`config.mk`:
```
export PLATFORM = sky130hd
export DESIGN_NAME = wave_phase_gen
export DESIGN_NICKNAME = d
export VERILOG_FILES = /design/src/rtl/wave_phase_gen.sv
export SDC_FILE = /design/constraint.sdc
export NUM_CORES = 1
export LEC_CHECK = 0
export BUFFER_PORTS_ARGS = -buffer_cell sky130_fd_sc_hd__buf_2
export CORE_MARGIN = 10
export CORE_UTILIZATION = 50
export CTS_CLUSTER_SIZE = 30
export DETAILED_ROUTE_END_ITERATION = 8
export HOLD_SLACK_MARGIN = 0.05
export PLACE_DENSITY = 0.75
export RECOVER_POWER = 50
export SLEW_MARGIN = 10
export SYNTH_ARGS = -nofsm -noshare
export SYNTH_HDL_FRONTEND = slang
export SYNTH_SLANG_ARGS = --single-unit
```
`constraint.sdc`:
```
create_clock -name clk -period 3.1 [get_ports clk]
set_input_delay 0.62 -clock clk [delete_from_list [all_inputs] [get_ports clk]]
set_output_delay 0.62 -clock clk [all_outputs]
set_load 0.01 [all_outputs]
```
`src/rtl/wave_phase_gen.sv`:
```
// wave_phase_gen
//   Phase-accumulator waveform source. It emits signed Q1.14 samples (+1.0 = 16384) in
//   sawtooth, square or triangle shape, or a constant zero. A programmable divider sets
//   the sample rate, and burst mode stops the run after a set number of waveform periods.
//   All configuration is captured when start is pulsed, so later changes on the inputs
//   do not disturb a run in progress.
//
// Ports
//   clk           system clock; all logic runs on posedge
//   rst_n         synchronous active-low reset
//   start         pulse: latch config, load phase_offset, enter RUN (restarts if running)
//   stop          pulse: abort to IDLE and clear sample_out; wins over start
//   wave_sel      0 sawtooth, 1 square, 2 triangle, 3 zero
//   tuning_word   phase increment per sample tick
//   phase_offset  phase loaded at start
//   sample_div    one tick every sample_div+1 cycles
//   burst_cycles  periods to emit; 0 = continuous
//   sample_out    signed Q1.14 sample
//   sample_valid  1-cycle strobe when sample_out updates
//   busy          high while in RUN
//   done          1-cycle pulse when a burst completes
//   cycle_count   periods completed in the current or last run
module wave_phase_gen #(
    parameter int unsigned PHASE_W = 32,
    parameter int unsigned OUT_W   = 16,
    parameter int unsigned DIV_W   = 16,
    parameter int unsigned BURST_W = 16
) (
    input  logic               clk,
    input  logic               rst_n,
    input  logic               start,
    input  logic               stop,
    input  logic [1:0]         wave_sel,
    input  logic [PHASE_W-1:0] tuning_word,
    input  logic [PHASE_W-1:0] phase_offset,
    input  logic [DIV_W-1:0]   sample_div,
    input  logic [BURST_W-1:0] burst_cycles,
    output logic [OUT_W-1:0]   sample_out,
    output logic               sample_valid,
    output logic               busy,
    output logic               done,
    output logic [BURST_W-1:0] cycle_count
);

    typedef enum logic [1:0] {StIdle, StRun, StDone} state_e;

    state_e             state_q, state_d;
    logic [1:0]         sel_q, sel_d;
    logic [PHASE_W-1:0] tuning_q, tuning_d;
    logic [DIV_W-1:0]   div_q, div_d;
    logic [BURST_W-1:0] burst_q, burst_d;
    logic [PHASE_W-1:0] phase_q, phase_d;
    logic [DIV_W-1:0]   div_cnt_q, div_cnt_d;
    logic [BURST_W-1:0] count_q, count_d;
    logic [OUT_W-1:0]   sample_q, sample_d;
    logic               valid_q, valid_d;
    logic               done_q, done_d;

    logic [PHASE_W:0]   sum;       // carry bit marks a period wrap
    logic [15:0]        u;
    logic [OUT_W-1:0]   shape;
    logic [BURST_W-1:0] count_inc;

    always_comb begin
        u   = phase_q[PHASE_W-1 -: 16];
        sum = {1'b0, phase_q} + {1'b0, tuning_q};
        // Every shape lands in -16384..16384, so 16-bit wrap-around arithmetic is exact.
        case (sel_q)
            2'd0:    shape = {1'b0, u[15:1]} - 16'd16384;
            2'd1:    shape = u[15] ? 16'hC000 : 16'h4000;
            2'd2:    shape = u[15] ? (16'd49151 - u) : (u - 16'd16384);
            default: shape = '0;
        endcase
        count_inc = (&count_q) ? count_q : count_q + BURST_W'(1);
    end

    always_comb begin
        state_d   = state_q;
        sel_d     = sel_q;
        tuning_d  = tuning_q;
        div_d     = div_q;
        burst_d   = burst_q;
        phase_d   = phase_q;
        div_cnt_d = div_cnt_q;
        count_d   = count_q;
        sample_d  = sample_q;
        valid_d   = 1'b0;
        done_d    = 1'b0;

        if (stop) begin
            state_d  = StIdle;
            sample_d = '0;
        end else if (start) begin
            sel_d     = wave_sel;
            tuning_d  = tuning_word;
            div_d     = sample_div;
            burst_d   = burst_cycles;
            phase_d   = phase_offset;
            div_cnt_d = '0;
            count_d   = '0;
            state_d   = StRun;
        end else if (state_q == StRun) begin
            if (div_cnt_q == div_q) begin
                div_cnt_d = '0;
                sample_d  = shape;
                valid_d   = 1'b1;
                phase_d   = sum[PHASE_W-1:0];
                if (sum[PHASE_W]) begin
                    count_d = count_inc;
                    if ((burst_q != '0) && (count_inc == burst_q)) begin
                        state_d = StDone;
                        done_d  = 1'b1;
                    end
                end
            end else begin
                div_cnt_d = div_cnt_q + DIV_W'(1);
            end
        end else begin
            // Idle or done: clears the last burst sample one cycle after completion.
            sample_d = '0;
        end
    end

    always_ff @(posedge clk) begin
        if (!rst_n) begin
            state_q   <= StIdle;
            sel_q     <= '0;
            tuning_q  <= '0;
            div_q     <= '0;
            burst_q   <= '0;
            phase_q   <= '0;
            div_cnt_q <= '0;
            count_q   <= '0;
            sample_q  <= '0;
            valid_q   <= 1'b0;
            done_q    <= 1'b0;
        end else begin
            state_q   <= state_d;
            sel_q     <= sel_d;
            tuning_q  <= tuning_d;
            div_q     <= div_d;
            burst_q   <= burst_d;
            phase_q   <= phase_d;
            div_cnt_q <= div_cnt_d;
            count_q   <= count_d;
            sample_q  <= sample_d;
            valid_q   <= valid_d;
            done_q    <= done_d;
        end
    end

    assign sample_out   = sample_q;
    assign sample_valid = valid_q;
    assign busy         = (state_q == StRun);
    assign done         = done_q;
    assign cycle_count  = count_q;

endmodule

```
==> impl_metrics.ini <==
[floorplan]
start_util_pct = 51.2
dieWidth_um = 151
core_mm2 = 0.0166
die_h_um = 151
dieArea_mm2 = 0.0227
ios = 137
core.rowCount = 47

[timing]
rsz0062_at_grt = no
timing.final.crit_share_pct = 94.3
min_period_ns = 2.92
worstMarginPinSlew_ns = 1.73
fin_skew_ns = 0.00725
slew-limit-headroom_pct = -15.8
fin_setup_tns_ns = 0
fmax_mhz = 342
setup_viol = 0
report.final.slew_viol_count = 24
finalHoldViolations = 0

[logic_synthesis]
synth_top_area_cell = dfxtp_1
synthArstFlopShare_pct = 0
synth_area_per_cell_um2 = 7.82
yosys_warnings = 0
synthesis.area_mm2 = 0.00852
yosysSeqAreaShare_pct = 35.3
synthFlopType = dfxtp_1
ys_types = 68
synth_top_area_share_pct = 35.3
ys_ff_latch = 150
syn_inst = 1089
synth_edf_count = 0
syn_nets = 1226
synth.area.top_cells = dfxtp_1, nand2_1, a21oi_1, xnor2_1, ha_1

[clock_network]
cts.clk_slew.worst_paths_ns = 0.06
cts_made_buffers = 17
tritoncts = done
post_cts_buffers = 0
h-tree-depth = 4
clockBufferDepth = 2
clk-insertion-delay-late_ns = 0.43
cts_sinks = 150
root_buffer = clkbuf_16

[final_layout]
mostFrequentLayoutCells = nand2_1, dfxtp_1, a21oi_1
finalNonFillerCells = 1455
finalCoreUtilization_pct = 60.8
syn_to_final_growth_pct = 18.8
layout-drive-gt1-share_pct = 16.5
layout.nets = 1359
fin_area_mm2 = 0.0101
layout_commonest_cell = nand2_1

[status]
violations = max-capacitance violations, max-slew violations
status = finished with violations

[route]
met3_length_um = 1670
dr.max_layer_used = met4
ant_nets = 0
wl_met1_um = 11100
drt-vias-per-instance = 5.65
drt_iter0_drc = 584
wl_met2_um = 10900
num_vias = 8214
routed_wirelength_um = 24100
drc = 0
dr.pass1.iters = 5
post_drt_wl_per_cell_um = 16.6

[placed_design]
place_congestion = 0.917
dpl-instance-area_mm2 = 0.00954
dp.cells = 1423
portBuffers = 136
hpwl_um = 18000

[setup_path]
crit_path_start = cycle_count[6]$_SDFFE_PN0P_
cp.required_ns = 3.39
cp_slowest_cell = or4_4
worstReg2RegStart = cycle_count[6]$_SDFFE_PN0P_
slowest_delay_ns = 0.57
crit_chain = and4_1 -> nand4_4 -> o311a_1 -> a221oi_2 -> or4b_1 -> or4_4 -> o31ai_1 -> a21oi_1
endpoint_kind = flip-flop
crit_path_start_kind = flip-flop
crit_fanout = 8
crit_type = flip-flop to flip-flop
cp_data_arrival_time_ns = 3.22

[grt]
antenna_found_initial = 1
grt_max_degree = 73
grt_pass1_wl_um = 38500
grt-ovfl-total = 0
track_usage_pct = 20.7
grt_pass1_vias = 7811

[power_and_ir_drop]
ir_worst_vdd_uv = 362
power_uw = 4740
powerDensity_mw_per_mm2 = 469
p_leak_uw = 0.00403

[hold_path]
hold_class = input port to flip-flop
hold_path_startpoint = phase_offset[15]

[run]
maxCapViolCount = 1
[cell usage after synthesis (all sizes together), types with 3 or more instances]
cell / n
a2111oi: 7
a211oi: 15
a21o: 20
a21oi: 121
a221oi: 3
a222oi: 3
a22o: 7
a22oi: 11
a31oi: 10
a32oi: 7
and2: 4
and3: 7
and4: 6
buf: 15
clkbuf: 49
dfxtp: 150
ha: 34
inv: 28
mux2: 4
mux2i: 7
nand2: 183
nand2b: 8
nand3: 23
nand4: 20
nor2: 85
nor2b: 9
nor3: 27
nor3b: 3
nor4: 14
o211ai: 11
o21a: 5
o21ai: 53
o22ai: 3
o31ai: 5
or3: 9
or4: 4
xnor2: 63
xor2: 27
[final timing paths]
kind | end | slack (ns) | cells past startpoint
worst max-delay path | state_q[0]$_SDFFE_PP0P_ | 0.18 | 8
worst min-delay path | phase_q[15]$_SDFFE_PN0P_ | 0.42 | 3
worst min register to register | tuning_q[0]$_SDFFE_PN0P_ | 0.46 | 2
worst max register to register | state_q[0]$_SDFFE_PP0P_ | 0.18 | 8
[routing by layer]
layer,global-route usage (%),vias to the layer above
met3,4.47,39
met2,32.3,257
met1,27.5,3759
met5,0,-
li1,-,4159
met4,7.34,0
[logic make-up after synthesis]
logic type      synth area share, %
compound gates                 22.5
flops                          35.3
mux                            1.35
simple gates                   21.9
xor+xnor                       9.26
buf+inv                        4.45
fa+ha+maj                      5.23
[power by group]
part | internal, uW | switching (uW)
Combinational | 254 | 337
Clock | 1290 | 796
Sequential | 2000 | 67.7
[stage by stage]
step,hold slack (ns),setup slack (ns)
after floorplan,0.429,0.0920
after global placement,0.440,0.198
after detailed placement,0.453,0.162
after CTS,0.411,0.123
after global routing,0.422,0.0289
final,0.422,0.177
[registers in the layout, indices dropped and copies added, names as in the netlist, 16 cells and up]
name,count
phase_q,32
tuning_q,32
burst_q,16
cycle_count,16
div_cnt_q,16
div_q,16
sample_out,16
[critical path: cells and delay by family (launching register included)]
kind             cells  cell delay, ns
flip-flops           1            0.39
AO/OA/AOI/OAI        4            0.80
AND/OR/NAND/NOR      4            1.59
[final cells by class]
| cell class | instances | area [um2] |
|---|---|---|
| Antenna cell | 1 | 2.50 |
| Clock buffer | 25 | 505 |
| Clock inverter | 6 | 91.3 |
| Fill cell | 1508 | 6520 |
| Inverter | 28 | 105 |
| Multi-Input combinational cell | 847 | 5160 |
| Sequential cell | 150 | 3000 |
| Tap cell | 220 | 275 |
| Timing Repair Buffer | 178 | 977 |
[what timing repair did]
item                       CTS  global route
hold buffers                 0             0
resized for setup            0             8
setup endpoints to repair    0            13
Note: power is estimated with default switching activity, not from simulation.
